$ cat src/rtl/ncl_inj_pkg.sv
// Shared types and dual-rail encoding helpers for the NCL operand injector.
package ncl_inj_pkg;

    typedef enum logic [1:0] {
        ST_IDLE = 2'd0,
        ST_DATA = 2'd1,
        ST_NULL = 2'd2
    } inj_state_e;

    // Digit layout is {rail1, rail0}; rail1 asserts a one, rail0 asserts a zero.
    localparam logic [1:0] DR_NULL = 2'b00;
    localparam logic [1:0] DR_ZERO = 2'b01;
    localparam logic [1:0] DR_ONE  = 2'b10;

    function automatic logic [1:0] dr_encode_bit(input logic bit_i);
        return bit_i ? DR_ONE : DR_ZERO;
    endfunction

endpackage

$ cat src/rtl/ncl_ack_sync.sv
// Multi-flop synchroniser bringing the asynchronous NCL completion into clk.
module ncl_ack_sync #(
    parameter int SYNC_STAGES = 2
) (
    input  logic clk,
    input  logic init_n,
    input  logic ack_in,
    output logic ack_s
);

    if (SYNC_STAGES < 2) begin : g_bad_sync
        $error("ncl_ack_sync: SYNC_STAGES must be at least 2");
    end

    logic [SYNC_STAGES-1:0] sync_q;

    always_ff @(posedge clk or negedge init_n) begin
        if (!init_n) begin
            sync_q <= '0;
        end else begin
            sync_q <= {sync_q[SYNC_STAGES-2:0], ack_in};
        end
    end

    assign ack_s = sync_q[SYNC_STAGES-1];

endmodule

$ cat src/rtl/ncl_operand_injector.sv
// Clocked-to-NCL boundary: 2-entry operand FIFO driving DATA/NULL wavefronts.
// Optional watchdog enabled by defining NCL_INJ_TIMEOUT_EN.
module ncl_operand_injector
    import ncl_inj_pkg::*;
#(
    parameter int WIDTH          = 4,
    parameter int SYNC_STAGES    = 2,
    parameter int TIMEOUT_CYCLES = 255
) (
    input  logic               clk,
    input  logic               init_n,
    input  logic               in_valid,
    output logic               in_ready,
    input  logic [WIDTH-1:0]   in_a,
    input  logic [WIDTH-1:0]   in_b,
    input  logic               in_cin,
    output logic [2*WIDTH-1:0] a_dr,
    output logic [2*WIDTH-1:0] b_dr,
    output logic [1:0]         cin_dr,
    input  logic               ack_in,
    output logic               busy,
    output logic               err
);

    if (TIMEOUT_CYCLES < 1) begin : g_bad_timeout
        $error("ncl_operand_injector: TIMEOUT_CYCLES must be at least 1");
    end

    typedef struct packed {
        logic [WIDTH-1:0] a;
        logic [WIDTH-1:0] b;
        logic             cin;
    } word_t;

    logic ack_s;

    ncl_ack_sync #(
        .SYNC_STAGES(SYNC_STAGES)
    ) u_ack_sync (
        .clk   (clk),
        .init_n(init_n),
        .ack_in(ack_in),
        .ack_s (ack_s)
    );

    // Operand FIFO
    word_t      fifo_q [2];
    word_t      word_in;
    word_t      head;
    logic       wr_ptr_q, rd_ptr_q;
    logic [1:0] count_q, count_d;
    logic       fifo_empty, fifo_full, push, pop;

    assign word_in.a   = in_a;
    assign word_in.b   = in_b;
    assign word_in.cin = in_cin;
    assign head        = fifo_q[rd_ptr_q];
    assign fifo_empty  = (count_q == 2'd0);
    assign fifo_full   = (count_q == 2'd2);
    assign in_ready    = !fifo_full;
    assign push        = in_valid && !fifo_full;

    always_comb begin
        count_d = count_q;
        case ({push, pop})
            2'b10:   count_d = count_q + 2'd1;
            2'b01:   count_d = count_q - 2'd1;
            default: count_d = count_q;
        endcase
    end

    always_ff @(posedge clk) begin
        if (push) begin
            fifo_q[wr_ptr_q] <= word_in;
        end
    end

    always_ff @(posedge clk or negedge init_n) begin
        if (!init_n) begin
            wr_ptr_q <= 1'b0;
            rd_ptr_q <= 1'b0;
            count_q  <= 2'd0;
        end else begin
            if (push) wr_ptr_q <= !wr_ptr_q;
            if (pop)  rd_ptr_q <= !rd_ptr_q;
            count_q <= count_d;
        end
    end

    // Dual-rail image of the FIFO head, ready to be latched onto the rails.
    logic [2*WIDTH-1:0] head_a_dr, head_b_dr;

    for (genvar gi = 0; gi < WIDTH; gi++) begin : g_enc
        assign head_a_dr[2*gi +: 2] = dr_encode_bit(head.a[gi]);
        assign head_b_dr[2*gi +: 2] = dr_encode_bit(head.b[gi]);
    end

    // Wavefront FSM
    inj_state_e         state_q, state_d;
    logic [2*WIDTH-1:0] a_dr_q, a_dr_d, b_dr_q, b_dr_d;
    logic [1:0]         cin_dr_q, cin_dr_d;
    logic               load_data, load_null;

    always_comb begin
        state_d   = state_q;
        pop       = 1'b0;
        load_data = 1'b0;
        load_null = 1'b0;
        case (state_q)
            ST_IDLE: begin
                if (!fifo_empty && !ack_s) begin
                    pop       = 1'b1;
                    load_data = 1'b1;
                    state_d   = ST_DATA;
                end
            end
            ST_DATA: begin
                if (ack_s) begin
                    load_null = 1'b1;
                    state_d   = ST_NULL;
                end
            end
            ST_NULL: begin
                if (!ack_s) begin
                    if (!fifo_empty) begin
                        pop       = 1'b1;
                        load_data = 1'b1;
                        state_d   = ST_DATA;
                    end else begin
                        state_d   = ST_IDLE;
                    end
                end
            end
            default: state_d = ST_IDLE;
        endcase
    end

    always_comb begin
        a_dr_d   = a_dr_q;
        b_dr_d   = b_dr_q;
        cin_dr_d = cin_dr_q;
        if (load_data) begin
            a_dr_d   = head_a_dr;
            b_dr_d   = head_b_dr;
            cin_dr_d = dr_encode_bit(head.cin);
        end else if (load_null) begin
            a_dr_d   = '0;
            b_dr_d   = '0;
            cin_dr_d = DR_NULL;
        end
    end

    always_ff @(posedge clk or negedge init_n) begin
        if (!init_n) begin
            state_q  <= ST_IDLE;
            a_dr_q   <= '0;
            b_dr_q   <= '0;
            cin_dr_q <= DR_NULL;
        end else begin
            state_q  <= state_d;
            a_dr_q   <= a_dr_d;
            b_dr_q   <= b_dr_d;
            cin_dr_q <= cin_dr_d;
        end
    end

    assign a_dr   = a_dr_q;
    assign b_dr   = b_dr_q;
    assign cin_dr = cin_dr_q;
    assign busy   = (state_q != ST_IDLE) || !fifo_empty;

`ifdef NCL_INJ_TIMEOUT_EN
    localparam int CNT_W = $clog2(TIMEOUT_CYCLES + 1);

    logic [CNT_W-1:0] tmo_cnt_q;
    logic             err_q;

    // Counter saturates at the limit so the flag cannot be missed by wrap-around.
    always_ff @(posedge clk or negedge init_n) begin
        if (!init_n) begin
            tmo_cnt_q <= '0;
            err_q     <= 1'b0;
        end else begin
            if (state_d != state_q) begin
                tmo_cnt_q <= '0;
            end else if (state_q != ST_IDLE && tmo_cnt_q != CNT_W'(TIMEOUT_CYCLES)) begin
                tmo_cnt_q <= tmo_cnt_q + 1'b1;
            end
            if (tmo_cnt_q == CNT_W'(TIMEOUT_CYCLES)) begin
                err_q <= 1'b1;
            end
        end
    end

    assign err = err_q;
`else
    assign err = 1'b0;
`endif

endmodule

$ cat config.mk
export PLATFORM = sky130hd
export DESIGN_NAME = ncl_operand_injector
export DESIGN_NICKNAME = d
export VERILOG_FILES = /design/src/rtl/ncl_inj_pkg.sv /design/src/rtl/ncl_ack_sync.sv /design/src/rtl/ncl_operand_injector.sv
export SDC_FILE = /design/constraint.sdc
export NUM_CORES = 1
export LEC_CHECK = 0
export ABC_AREA = 1
export BUFFER_PORTS_ARGS = -buffer_cell sky130_fd_sc_hd__buf_2
export CORE_UTILIZATION = 42
export CTS_CLUSTER_DIAMETER = 120
export DETAILED_ROUTE_END_ITERATION = 7
export GPL_TIMING_DRIVEN = 0
export PLACE_DENSITY = 0.7
export SETUP_SLACK_MARGIN = 0.2
export SYNTH_ARGS = -nofsm -noshare
export SYNTH_HDL_FRONTEND = slang
export SYNTH_SLANG_ARGS = --single-unit
$ cat constraint.sdc
create_clock -name clk -period 1.8 [get_ports clk]
set_input_delay 0.09 -clock clk [delete_from_list [all_inputs] [get_ports clk]]
set_output_delay 0.09 -clock clk [all_outputs]
set_load 0.1 [all_outputs]
==> results of run 1 <==
## per-stage QoR
| stage | utilization, % | worst slack (ns) | cells | hold WS (ns) |
|---|---|---|---|---|
| finish | 54.0 | 0.316 | 304 | 0.0587 |
| CTS | 53.3 | 0.281 | 301 | 0.000444 |
| floorplan | - | 0.235 | 200 | -0.206 |
| global placement | 49.2 | 0.309 | 284 | 0.117 |
| global route | 54.0 | 0.202 | 304 | 0.0912 |
| detailed placement | 49.2 | 0.311 | 284 | 0.123 |
## layer usage
| metal | GRT usage [%] | part of all wire (%) | up-vias |
|---|---|---|---|
| li1 | - | - | 726 |
| met5 | 0 | 0 | - |
| met3 | 3.63 | 3.8 | 8 |
| met2 | 23.0 | 47 | 26 |
| met4 | 7.03 | 2.2 | 0 |
| met1 | 17.4 | 47 | 595 |
## worst max-delay path, cell delays in order (launching register included)
cell and delay (ns):
dfrtp_2 0.45, inv_1 0.06, nand2_1 0.06, nor2_2 0.14
buf_6 0.16, ha_1 0.25, inv_1 0.08, nand3_1 0.07
nand2_1 0.06, nand2_1 0.04
## cell usage in the layout, fill, tap and decap left out, types with 2 or more instances in the layout
| master | n |
|---|---|
| nor2_2 | 4 |
| nand3_1 | 21 |
| dlygate4sd3_1 | 11 |
| o21ai_0 | 9 |
| inv_1 | 25 |
| buf_6 | 5 |
| dfrtp_2 | 2 |
| buf_2 | 33 |
| clkbuf_8 | 6 |
| edfxtp_1 | 18 |
| nor2_1 | 18 |
| nand2_1 | 60 |
| dfrtp_1 | 24 |
| buf_4 | 4 |
| inv_2 | 2 |
| clkbuf_1 | 2 |
## registers in the layout, indices dropped and copies added (netlist names)
name / cells
rd_ptr_q: 1
wr_ptr_q: 1
a_dr: 8
state_q: 2
b_dr: 8
count_q: 2
fifo_q: 18
u_ack_sync.sync_q: 2
cin_dr: 2
## worst min path at each step
stage                        start            to  depth (start not counted)
after global routing      in_valid      wr_ptr_q                          3
after floorplan             init_n       a_dr[0]                          0
final                     in_valid      wr_ptr_q                          3
after CTS                  in_b[2]  fifo_q[1][3]                          1
after detailed placement    init_n       a_dr[1]                          1
after global placement      init_n       a_dr[0]                          1
## what timing repair did
| action | 4_1_cts | 5_1_grt |
|---|---|---|
| setup buffers | 0 | 1 |
| setup endpoints to repair | 0 | 1 |
| endpoints found under the hold margin | 41 | 4 |
| gates resized for setup | 0 | 2 |
| hold buffers | 9 | 2 |
## cell type report
| cell class | count | area (sq um) | area share (%) |
|---|---|---|---|
| timing repair buffer | 44 | 278 | 11.8 |
| clock buffer | 8 | 90.1 | 3.83 |
| tap | 52 | 65.1 | 2.77 |
| sequential | 44 | 1190 | 50.7 |
| inverter | 27 | 101 | 4.31 |
| buffer | 9 | 83.8 | 3.56 |
| multi-input combinational | 120 | 541 | 23.0 |
## kinds of logic after synthesis
family | share of synthesized area (%)
simple gates | 23.5
flops | 62.5
buf+inv | 9.71
compound gates | 3.02
xor+xnor | 0.459
fa+ha+maj | 0.656
other cells | 0.197
==> metrics.md, run 1 <==
| Metric | Value |
|---|---|
| Status | `completed` |
| Hold Fails Final Rpt | `0` |
| Synth area leaders | `dfrtp_1 34%, edfxtp_1 28%, nand2_1 12%` |
| R2r setup slk | `0.32 ns` |
| Startpoint Class | `flop` |
| Worst-skew pair later-pin latency | `0.29 ns` |
| Area Overhead vs Synth | `23.4%` |
| Final instance area | `2350 sq um` |
| Cell variety after synth | `20` |
| R2r startpoint | `u_ack_sync.sync_q[1]` |
| First-pass GRT wire length | `5.38 mm` |
| Max Cap Viol | `0` |
| Placer congestion estimate | `0.852` |
| Max-slew violation count | `0` |
| Die H | `69.4 um` |
| Async S/R FF share, synth | `59.1%` |
| Largest net degree at the start of global routing | `27` |
| 1st-iter DRT viols | `101` |
| Mapped cell area | `1910 sq um` |
| Final period demand of the worst path | `1.48 ns` |
| Initial antenna violation count | `0` |
| Final setup TNS | `0 ns` |
| Vias in the first global route | `1250` |
| Core area | `4350 sq um` |
| Remaining global-route overflow | `0` |
| CTS Sinks | `44` |
| Final ANT Viol Nets | `0` |
| Seq/Total Area, Yosys | `62.5%` |
| Syn Nets | `214` |
| Fin Clk Skew | `0.00817 ns` |
| YS warnings | `0` |
| I/O Pins | `34` |
| Number of port buffers | `32` |
| WP data required | `1.98 ns` |
| Syn_area_per_cell | `9.53 sq um` |
| All-Layer GR Usage | `14.1%` |
| Initial Util | `43.8%` |
| Fmax achieved | `674 MHz` |
| Ys flop type | `dfrtp_1` |
| Die ar. | `4810 sq um` |
| Max-slew headroom | `61.1%` |
| Clock Path Buffers | `2` |
| Endpoints failing setup | `0` |
| Worst setup EP type | `flop` |
| TritonCTS buffer count | `5` |
| Root Driver | `clkbuf_8` |
| CP max FO | `10` |
| R2r worst-path depth | `9` |
| Origin of the worst setup path | `u_ack_sync.sync_q[1]` |
| Critical path type | `flop to flop` |
| Die Wd | `69.4 um` |
| CTS tree | `yes` |
| Post-route clock period utilization | `82.4%` |
| Drt wl/cell | `10.7 um` |
| Largest area contributor in the netlist | `dfrtp_1` |
| Vias | `1355` |
| Yosys reg bits | `44` |
| Area of placed instances | `2140 sq um` |
| Number of synthesized flops with an enable pin | `18` |
| DRC | `0` |
| Fill cell count | `385` |
| Clk slew on worst S/H paths | `0.07 ns` |
| Layout cells sized above 1 | `23.0%` |
| Final wirelength | `3.25 mm` |
| Synth top cells by count | `60 x nand2_1, 26 x dfrtp_1, 25 x inv_1, 21 x nand3_1, 20 x nor2_1` |
| Top-area cell type share of the netlist area | `34.1%` |
| Synthesized instance count | `200` |
| Worst-Margin Slew | `0.583 ns` |
| Worst setup endpoint | `count_q[1]` |
| Arrival @ worst endpoint | `1.67 ns` |
| RSZ-0062 raised after global routing | `no` |
| Ant diodes | `0` |
| Post-DP HPWL | `2.42 mm` |
| H-tree depth | `2` |
| Worst R2R End | `count_q[1]` |
| DR pass1 iterations | `4` |
| Via density | `4.46` |
| Final nets | `265` |
| Num rows | `24` |
| Hold Crit Class | `input pin to flop` |
| Count leader, synth | `nand2_1` |
Power of run 1 is not shown: default switching activity piles up to over one toggle a cycle in this logic, so the estimate is an artifact.
==> run 2: changes to the inputs <==
--- a/config.mk
+++ b/config.mk
@@ -11,7 +11,7 @@
 export CTS_CLUSTER_DIAMETER = 120
 export DETAILED_ROUTE_END_ITERATION = 7
 export GPL_TIMING_DRIVEN = 0
-export PLACE_DENSITY = 0.7
+export PLACE_DENSITY = 0.72
 export SETUP_SLACK_MARGIN = 0.2
 export SYNTH_ARGS = -nofsm -noshare
 export SYNTH_HDL_FRONTEND = slang
==> constraint.sdc (replaced) <==
create_clock -name clk -period 1.3 [get_ports clk]
set_input_delay 0.065 -clock clk [delete_from_list [all_inputs] [get_ports clk]]
set_output_delay 0.065 -clock clk [all_outputs]
set_load 0.1 [all_outputs]
==> run 2 against run 1 <==
Net effect: sequential cell count is the same; sequential share of layout area shrank 6.9 points; clock skew grew 0.0012 ns; critical path depth shrank 1; critical path type unchanged; the run now ends with negative setup slack left; maximum frequency grew 12%.
==> metrics.md, run 2 (synthesis results as in run 1) <==
| Metric | Value |
|---|---|
| Status | `finished with violations` |
| PnR worst setup slack | `-0.0240 ns` |
| Hold Crit Class | `input pin to flop` |
| Area Overhead vs Synth | `45.6%` |
| Most frequent cells in the layout | `53 x nand2_1, 27 x buf_4, 23 x inv_1` |
| Critical-path cell list | `buf_6, nand2_8, nand2_8, ha_4, inv_2, nand3_2, nand2_1, nand2_1` |
| Critical path type | `flop to flop` |
| Final nets | `279` |
| Initial Util | `43.8%` |
| Max-slew violation count | `0` |
| Largest net degree at the start of global routing | `27` |
| Die Wd | `69.4 um` |
| WHS Path Cells | `3` |
| Hold Fails Final Rpt | `0` |
| Worst-skew pair later-pin latency | `0.30 ns` |
| Drt wl/cell | `11.9 um` |
| RSZ-0062 raised after global routing | `yes` |
| Largest register FFs | `18` |
| Number of port buffers | `32` |
| Num rows | `24` |
| Post-DP HPWL | `2.43 mm` |
| WP data required | `1.50 ns` |
| 1st-iter DRT viols | `64` |
| Placer congestion estimate | `0.791` |
| Final wirelength | `3.79 mm` |
| Final ANT Viol Nets | `0` |
| Startpoint Class | `flop` |
| DRC | `0` |
| Final period demand of the worst path | `1.32 ns` |
| Ant diodes | `0` |
| R2r worst-path depth | `8` |
| Failing checks | `negative setup slack` |
| Clock Path Buffers | `2` |
| Max Cap Viol | `0` |
| CTS tree | `yes` |
| H-tree depth | `2` |
| Final setup TNS | `-0.123 ns` |
| Vias | `1461` |
| Commonest non-fill, non-tap cell in the layout | `nand2_1` |
| Fmax achieved | `755 MHz` |
| I/O Pins | `34` |
| Die H | `69.4 um` |
| Final instance area | `2780 sq um` |
| Vias in the first global route | `1382` |
| Worst-Margin Slew | `0.579 ns` |
| Die ar. | `4810 sq um` |
| Area of placed instances | `2220 sq um` |
| Arrival @ worst endpoint | `1.52 ns` |
| Slowest stage delay, CP | `0.45 ns` |
| Core area | `4350 sq um` |
| Root Driver | `clkbuf_8` |
| FF/Latch Area | `1220 sq um` |
| Via density | `4.59` |
| Fin Clk Skew | `0.00934 ns` |
| Post-layout util | `63.8%` |
| Layout cells sized above 1 | `43.2%` |
| Multi-input combinational cell area | `694 sq um` |
| Initial antenna violation count | `0` |
| All-Layer GR Usage | `16.6%` |
| CTS Sinks | `44` |
| Fill cell count | `350` |
| Worst path slowest cell | `dfrtp_2` |
| Largest reg by FF count | `fifo_q` |
| Post-route clock period utilization | `102%` |
| DR pass1 iterations | `4` |
| Worst hold slack | `0.188 ns` |
| First-pass GRT wire length | `6.20 mm` |
| Remaining global-route overflow | `0` |
| TritonCTS buffer count | `5` |
| Endpoints failing setup | `10` |
| Clk slew on worst S/H paths | `0.09 ns` |
| CP max FO | `4` |
| Max-slew headroom | `61.4%` |
| Worst setup EP type | `flop` |
[run 2: cell types whose count changed in the layout (fill, tap and decap cells not counted), sizes merged]
cell	previous run	this run
nor2	22	23
buf	42	55
[run 2: what timing repair did]
item	CTS	global route
hold endpoints to repair	45	0
setup buffers	10	2
hold buffers	11	0
setup endpoints to repair	61	43
pin swaps	10	12
cloned	2	1
resized for setup	43	19
[run 2: through the flow]
stage                     worst slack (ns)  instances
after detailed placement            -0.146        284
after floorplan                    -0.0451        200
after global routing               -0.0763        318
after global placement              -0.142        284
after CTS                          -0.0115        315
final                              -0.0240        318
[run 2: layer usage]
layer  up-vias  track usage [%]  part of all wire (%)
met5         -                0                     0
met4         0             6.12                   1.7
met3         6             4.36                   2.9
met2        25             27.3                    51
met1       674             21.0                    45
li1        756                -                     -
[run 2: cell type report]
| class | instances | share of cell area [%] |
|---|---|---|
| Sequential cell | 44 | 43.8 |
| Multi-Input combinational cell | 121 | 25.0 |
| Timing Repair Buffer | 57 | 17.6 |
| Clock buffer | 8 | 4.37 |
| Inverter | 27 | 3.65 |
| Buffer | 9 | 3.15 |
| Tap cell | 52 | 2.34 |
[run 2: worst paths after layout]
path / from / endpoint / slack (ns)
max: count_q[1] / count_q[1] / -0.02
min in group asynchronous: init_n / u_ack_sync.sync_q[0] / 0.30
min reg2reg: u_ack_sync.sync_q[0] / u_ack_sync.sync_q[1] / 0.36
min: in_valid / wr_ptr_q / 0.19
max reg2reg: count_q[1] / count_q[1] / -0.02
max in group asynchronous: init_n / b_dr[3] / 0.58
[run 2: critical path: cells and delay by family (launching register included)]
family,cells,cell delay [ns]
DFF,1,0.45
buffers and inverters,2,0.20
and+or+nand+nor,5,0.31
adders and majority gates,1,0.26
Power of run 2 is left out for the same reason.
